<file path="config.mk">
export PLATFORM = sky130hd
export DESIGN_NAME = binenc_arb
export DESIGN_NICKNAME = d
export VERILOG_FILES = /design/src/rtl/binenc_arb.sv
export SDC_FILE = /design/constraint.sdc
export NUM_CORES = 1
export LEC_CHECK = 0
export ABC_AREA = 1
export ABC_CLOCK_PERIOD_IN_PS = 1260
export CAP_MARGIN = 20
export CORE_AREA = 10 10 47 49
export CTS_BUF_LIST = sky130_fd_sc_hd__clkbuf_2
export CTS_CLUSTER_SIZE = 24
export DETAILED_ROUTE_END_ITERATION = 7
export DIE_AREA = 0 0 57 59
export DONT_BUFFER_PORTS = 1
export PLACE_DENSITY_LB_ADDON = 0.3
export REMOVE_ABC_BUFFERS = 1
export SLEW_MARGIN = 20
export SYNTH_ARGS = -nofsm -noshare
export SYNTH_HDL_FRONTEND = slang
export SYNTH_SLANG_ARGS = --single-unit
</file>
<file path="constraint.sdc">
create_clock -name clk -period 1.26 [get_ports clk]
set_input_delay 0.126 -clock clk [delete_from_list [all_inputs] [get_ports clk]]
set_output_delay 0.126 -clock clk [all_outputs]
set_load 0.02 [all_outputs]
</file>
<file path="src/rtl/binenc_arb.sv">
// binenc_arb: registered priority encoder / arbiter.
// Reduces an N-bit request vector, offered on a valid/ready handshake, to one
// granted channel. The grant (binary and one-hot) appears one cycle after accept.
// Arbitration is fixed-priority (highest index wins) or round-robin.
//
// Ports
//   clk         in   1  clock, rising edge
//   rst_n       in   1  asynchronous active-low reset
//   req         in   N  request vector, bit i = channel i requesting
//   req_valid   in   1  req is valid this cycle
//   req_ready   out  1  block accepts req this cycle (combinational)
//   gnt_valid   out  1  gnt_idx / gnt_onehot hold a grant
//   gnt_ready   in   1  consumer takes the grant this cycle
//   gnt_idx     out  W  binary index of the granted channel
//   gnt_onehot  out  N  one-hot grant, zero whenever gnt_valid is low

`ifndef DEFAULT_WIDTH
`define DEFAULT_WIDTH 8
`endif

module binenc_arb #(
    parameter  int unsigned N  = `DEFAULT_WIDTH,
    parameter  bit          RR = 1'b0,
    localparam int unsigned W  = $clog2(N)
) (
    input  logic         clk,
    input  logic         rst_n,
    input  logic [N-1:0] req,
    input  logic         req_valid,
    output logic         req_ready,
    output logic         gnt_valid,
    input  logic         gnt_ready,
    output logic [W-1:0] gnt_idx,
    output logic [N-1:0] gnt_onehot
);

    // Round-robin pointer: index of the last granted channel.
    logic [W-1:0] ptr;

    logic         accept;
    logic         pop;
    logic         req_any;

    logic [W-1:0] win_fixed;
    logic [W-1:0] win_rr;
    logic         hit_rr;
    logic [W-1:0] winner;
    int unsigned  pos;

    // Handshake: the single output register can take a new grant when empty
    // or when its current content leaves this cycle.
    assign req_ready = !gnt_valid || gnt_ready;
    assign accept    = req_valid && req_ready;
    assign pop       = gnt_valid && gnt_ready;
    assign req_any   = |req;

    // Fixed priority: ascending scan, so the highest set bit is written last.
    always_comb begin
        win_fixed = '0;
        for (int unsigned i = 0; i < N; i++) begin
            if (req[W'(i)]) begin
                win_fixed = W'(i);
            end
        end
    end

    // Round-robin: visit ptr-1, ptr-2, ... wrapping mod N, ending at ptr itself.
    // Positions are folded back into 0..N-1 so non-power-of-2 N never yields
    // an index >= N.
    always_comb begin
        win_rr = '0;
        hit_rr = 1'b0;
        pos    = 0;
        for (int unsigned k = 1; k <= N; k++) begin
            pos = 32'(ptr) + N - k;
            if (pos >= N) begin
                pos = pos - N;
            end
            if (!hit_rr && req[W'(pos)]) begin
                hit_rr = 1'b1;
                win_rr = W'(pos);
            end
        end
    end

    assign winner = RR ? win_rr : win_fixed;

    // Output register and pointer. req only reaches state through accept,
    // so an unqualified req never disturbs the held grant.
    always_ff @(posedge clk or negedge rst_n) begin
        if (!rst_n) begin
            gnt_valid  <= 1'b0;
            gnt_idx    <= '0;
            gnt_onehot <= '0;
            ptr        <= '0;
        end else if (accept && req_any) begin
            gnt_valid  <= 1'b1;
            gnt_idx    <= winner;
            gnt_onehot <= N'(1) << winner;
            if (RR) begin
                ptr <= winner;
            end
        end else if (pop) begin
            // Popped with no replacement (no accept, or an all-zero request).
            gnt_valid  <= 1'b0;
            gnt_onehot <= '0;
        end
    end

endmodule

</file>
After elaboration in Yosys (flattened, before gate mapping)
Index checks and enable logic that the tools add are counted.
{"block": "word_totals", "regBits": 12, "in_bits": 12, "output_inout_bits": 13}
{"block": "op_classes", "shifts": 1, "muxes": 11, "n_reduce_logical": 7}
{"op": "$mux 8", "n": 2}
{"op": "$mux 3", "n": 4}
{"op": "$reduce_or 8->1", "n": 1}
{"op": "$shl 1x3->8 const A", "n": 1}
{"op": "$mux 2", "n": 2}
{"op": "$logic_and 1x1->1", "n": 3}
{"op": "$mux 1", "n": 3}
{"op": "$reduce_bool 2->1", "n": 1}
{"op": "$logic_not 1->1", "n": 1}
{"op": "$logic_or 1x1->1", "n": 1}

Longest topological paths before layout
{"block": "logic_depth", "depth_word": 9, "ltp_mapped": 9, "ltp_nobuf": 9}

Worst setup path before layout
Ideal clock, no wire load.
{"block": "synth_path", "kind": "register -> register", "startpoint": "reg gnt_valid", "endpoint": "reg gnt_onehot[2]", "arrival_ns": 1.027, "t_required_ns": 1.142, "slack_ns": 0.115, "path_stages_with_launch": 6, "n_path_buf": 1, "synth_period_minus_slack_ns": 1.145, "cell_sequence": "dfrtp_1 > a21oi_2 > o21ai_4 > buf_6 > nand3_1 > nand2_1"}
{"block": "synth_via", "elab_chain_cells": 5, "word_cells_on_any_way": 7, "cone_classes": "mux: 1; reduce/logical: 6"}
{"item": "from (decl)", "line_no": "31", "text": "output logic gnt_valid,"}
{"item": "from (signal assigned)", "line_no": "92", "text": "gnt_valid <= 1'b0;"}
{"item": "from (signal assigned)", "line_no": "97", "text": "gnt_valid <= 1'b1;"}
{"item": "from (signal assigned)", "line_no": "105", "text": "gnt_valid <= 1'b0;"}
{"item": "$logic_not 1->1", "line_no": "52", "text": "assign req_ready = !gnt_valid || gnt_ready;"}
{"item": "$logic_or 1x1->1", "line_no": "52"}
{"item": "$logic_and 1x1->1", "line_no": "53", "text": "assign accept = req_valid && req_ready;"}
{"item": "$logic_and 1x1->1", "line_no": "96", "text": "end else if (accept && req_any) begin"}
{"item": "$mux 8 / $reduce_bool 2->1 (equally long branches)"}
{"item": "to (signal assigned)", "line_no": "99", "text": "gnt_onehot <= N'(1) << winner;"}
{"item": "to (decl)", "line_no": "34", "text": "output logic [N-1:0] gnt_onehot"}
Parallel ways exist; a longest one is shown, timed or not.
A chain may end at the register's enable or synchronous reset.

Worst setup path after layout
{"block": "layout_path", "startpoint": "reg gnt_valid", "endpoint": "reg gnt_onehot[7]"}
The elaborated chain is that of the path after synthesis.

==> out/results.txt <==
combinational family with the most area after synthesis: simple AND/OR/NAND/NOR gates
vias per cell: 4.98
Cell variety after synth: 15
Seq pwr share: 60.8%
cell-internal power: 520 uW
Clock Power Share: 23.4%
Initial Utilization: 43.7%
DP Wirelength: 1060 um
Crit Path Max Fanout: 15
area delta synth->final: 9.61%
H-tree depth: 1
Final GP Congestion: 0.787
# setup viols final: 0
final WL: 1330 um
switching portion of total power: 32.6%
max-slew violations: 0
largest stage delay on the critical path: 0.44 ns
Yosys Warn Count: 0
post-layout util: 47.9%
Worst-Margin Slew: 0.536 ns
Tot GR Track Use: 8.16%
final hold vios: 0
Max VDD drop: 0.464 mV
core area: 0.00140 mm2
Die Wd: 57 um
Post-Syn Instances: 79
CTS tree: done
Max-Slew Margin vs Limit: 64.2%
Clock Latency Late Sink: 0.26 ns
Yosys reg bits: 12
setup TNS: 0 ns
CTS Hold Bufs: 2
first-pass GRT wire length: 2240 um
outcome: complete, no violations
number of synthesized flops with an enable pin: 0
initial DRC count: 11
CTS Buffer Depth: 2
Most used DFF post-synth: dfrtp_1
crit path max-delay cell type: dfrtp_1
initial antenna violation count: 0
period utilization: 89.5%
Sink Count: 12
pwr/cell area: 1150 mW/mm2
P_leak: 0.386 nW
DR WL/cell: 13.1 um
via count: 503
num rows: 14
required time worst endpoint: 1.39 ns
post-synthesis sequential area ratio: 49.1%
Post-CTS Setup Inserts: 0
Die Y-Extent: 59 um
CTS resizes: 0
number of global-route vias before repair: 521
final setup margin: 0.133 ns
area share of fa/ha/maj cells after synthesis: 0%
nets: 99
post-synthesis mux area share: 0%
drt drc: 0
XOR/XNOR Fraction of Synth Area: 0%
Setup crit end kind: register
Comb pwr share: 15.8%
max_cap viols: 0
Worst Hold Class: in -> reg
maximum clock rate: 0.887 GHz
die area: 0.00336 mm2
share of post-route cells with drive strength above 1: 17.6%
Avg Cell Area, Syn: 7.74 um2
ys async rst share: 100%
Post-synth top cells: 29 x nand2_1, 12 x dfrtp_1, 11 x nand3_1, 8 x inv_1, 5 x inv_2
Setup CP Type: reg -> reg
CTS root buf: clkbuf_2
Total Power: 772 uW
Clock transition at path regs: 0.11 ns
mapped cell area: 612 um2
pin count of the biggest net entering global routing: 16
sw power: 252 uW
most common cell in the netlist: nand2_1
Simple-Gate Fraction of Synth Area: 34.2%
CP Launch Type: register
top cells by area, synth: dfrtp_1 49%, nand2_1 18%, nand3_1 9.0%
RSZ-0062 raised after global routing: no
min cycle time layout: 1.13 ns
ANT cells: 0
Num CTS Buffers: 3
Yosys top cell by area: dfrtp_1
Synth top area share: 49.1%
clk_skew: 0.0121 ns
grt total ovfl: 0
Critical Path AT: 1.26 ns
Boundary Pins: 25
DR pass1 iterations: 6
CP Cell Sequence: a21oi_2 > o21ai_4 > nand3_1 > o21ai_0
DRT antenna net count: 0
I/O Buffers: 0
Synth Area in Compound Gates: 6.95%
Placement Setup Slack: 0.170 ns
through the flow:
stage / cells / instance area, um2 / hold WS, ns
3_3_place_gp: 96 / 636 / -0.169
4_1_cts: 101 / 671 / 0.0165
5_1_grt: 101 / 671 / 0.0294
2_1_floorplan: 78 / 601 / -0.170
6_report: 101 / 671 / 0.0200
3_5_place_dp: 96 / 636 / -0.169
area by class of cell:
| type | instances | area (um2) |
|---|---|---|
| multi-input combinational | 53 | 251 |
| clock buffer | 3 | 15.0 |
| sequential | 12 | 300 |
| timing repair buffer | 4 | 35.0 |
| tap | 16 | 20.0 |
| fill | 152 | 731 |
| inverter | 13 | 48.8 |
power groups by stage:
| stage | Combinational, mW | Clock, mW | Sequential (mW) |
|---|---|---|---|
| 2_1_floorplan | 0.0809 | 0 | 0.475 |
| 5_1_grt | 0.140 | 0.211 | 0.473 |
| 3_5_place_dp | 0.111 | 0 | 0.478 |
| 4_1_cts | 0.124 | 0.189 | 0.471 |
| 6_report | 0.122 | 0.181 | 0.470 |
| 3_3_place_gp | 0.108 | 0 | 0.479 |
final timing paths:
check / start / end / depth (start not counted) / slack, ns
max in group asynchronous: rst_n / gnt_idx[1]$_DFFE_PN0P_ / 1 / 0.62
max: gnt_valid$_DFFE_PN0P_ / gnt_onehot[7]$_DFFE_PN0P_ / 4 / 0.13
min reg2reg: gnt_valid$_DFFE_PN0P_ / gnt_valid$_DFFE_PN0P_ / 2 / 0.64
min: req_valid / gnt_idx[2]$_DFFE_PN0P_ / 2 / 0.02
min in group asynchronous: rst_n / gnt_onehot[4]$_DFFE_PN0P_ / 1 / 0.27
max reg2reg: gnt_valid$_DFFE_PN0P_ / gnt_onehot[7]$_DFFE_PN0P_ / 4 / 0.13
worst max-delay path: cells and delay by family, from the launching register on:
family           cells  cell delay [ns]
AND/OR/NAND/NOR      1             0.09
flip-flops           1             0.44
AO/OA/AOI/OAI        3             0.47
flip-flops by register name, summed over array words and instances (netlist names):
signal	flops
gnt_idx	3
gnt_onehot	8
gnt_valid	1
metal layers:
| layer | up-vias | track usage [%] | part of all wire (%) |
|---|---|---|---|
| li1 | 259 | - | - |
| met1 | 221 | 9.14 | 43 |
| met2 | 20 | 13.2 | 49 |
| met3 | 3 | 1.93 | 6.8 |
| met4 | 0 | 6.04 | 1.6 |
| met5 | - | 0 | 0 |
cells in the final DEF, fill, tap and decap left out, drive strengths merged:
master and instances:
dfrtp 12, clkbuf 3, nand3 11, nand2 31
inv 13, o21ai 3, buf 2, nand4 1
o21bai 1, dlygate4sd3 2, a21oi 1, nor2 5
cells by family after synthesis:
| kind of cell | count (synthesis) |
|---|---|
| compound gates | 5 |
| buf+inv | 14 |
| flops | 12 |
| simple gates | 48 |
Note: power is estimated with default switching activity, not from simulation.
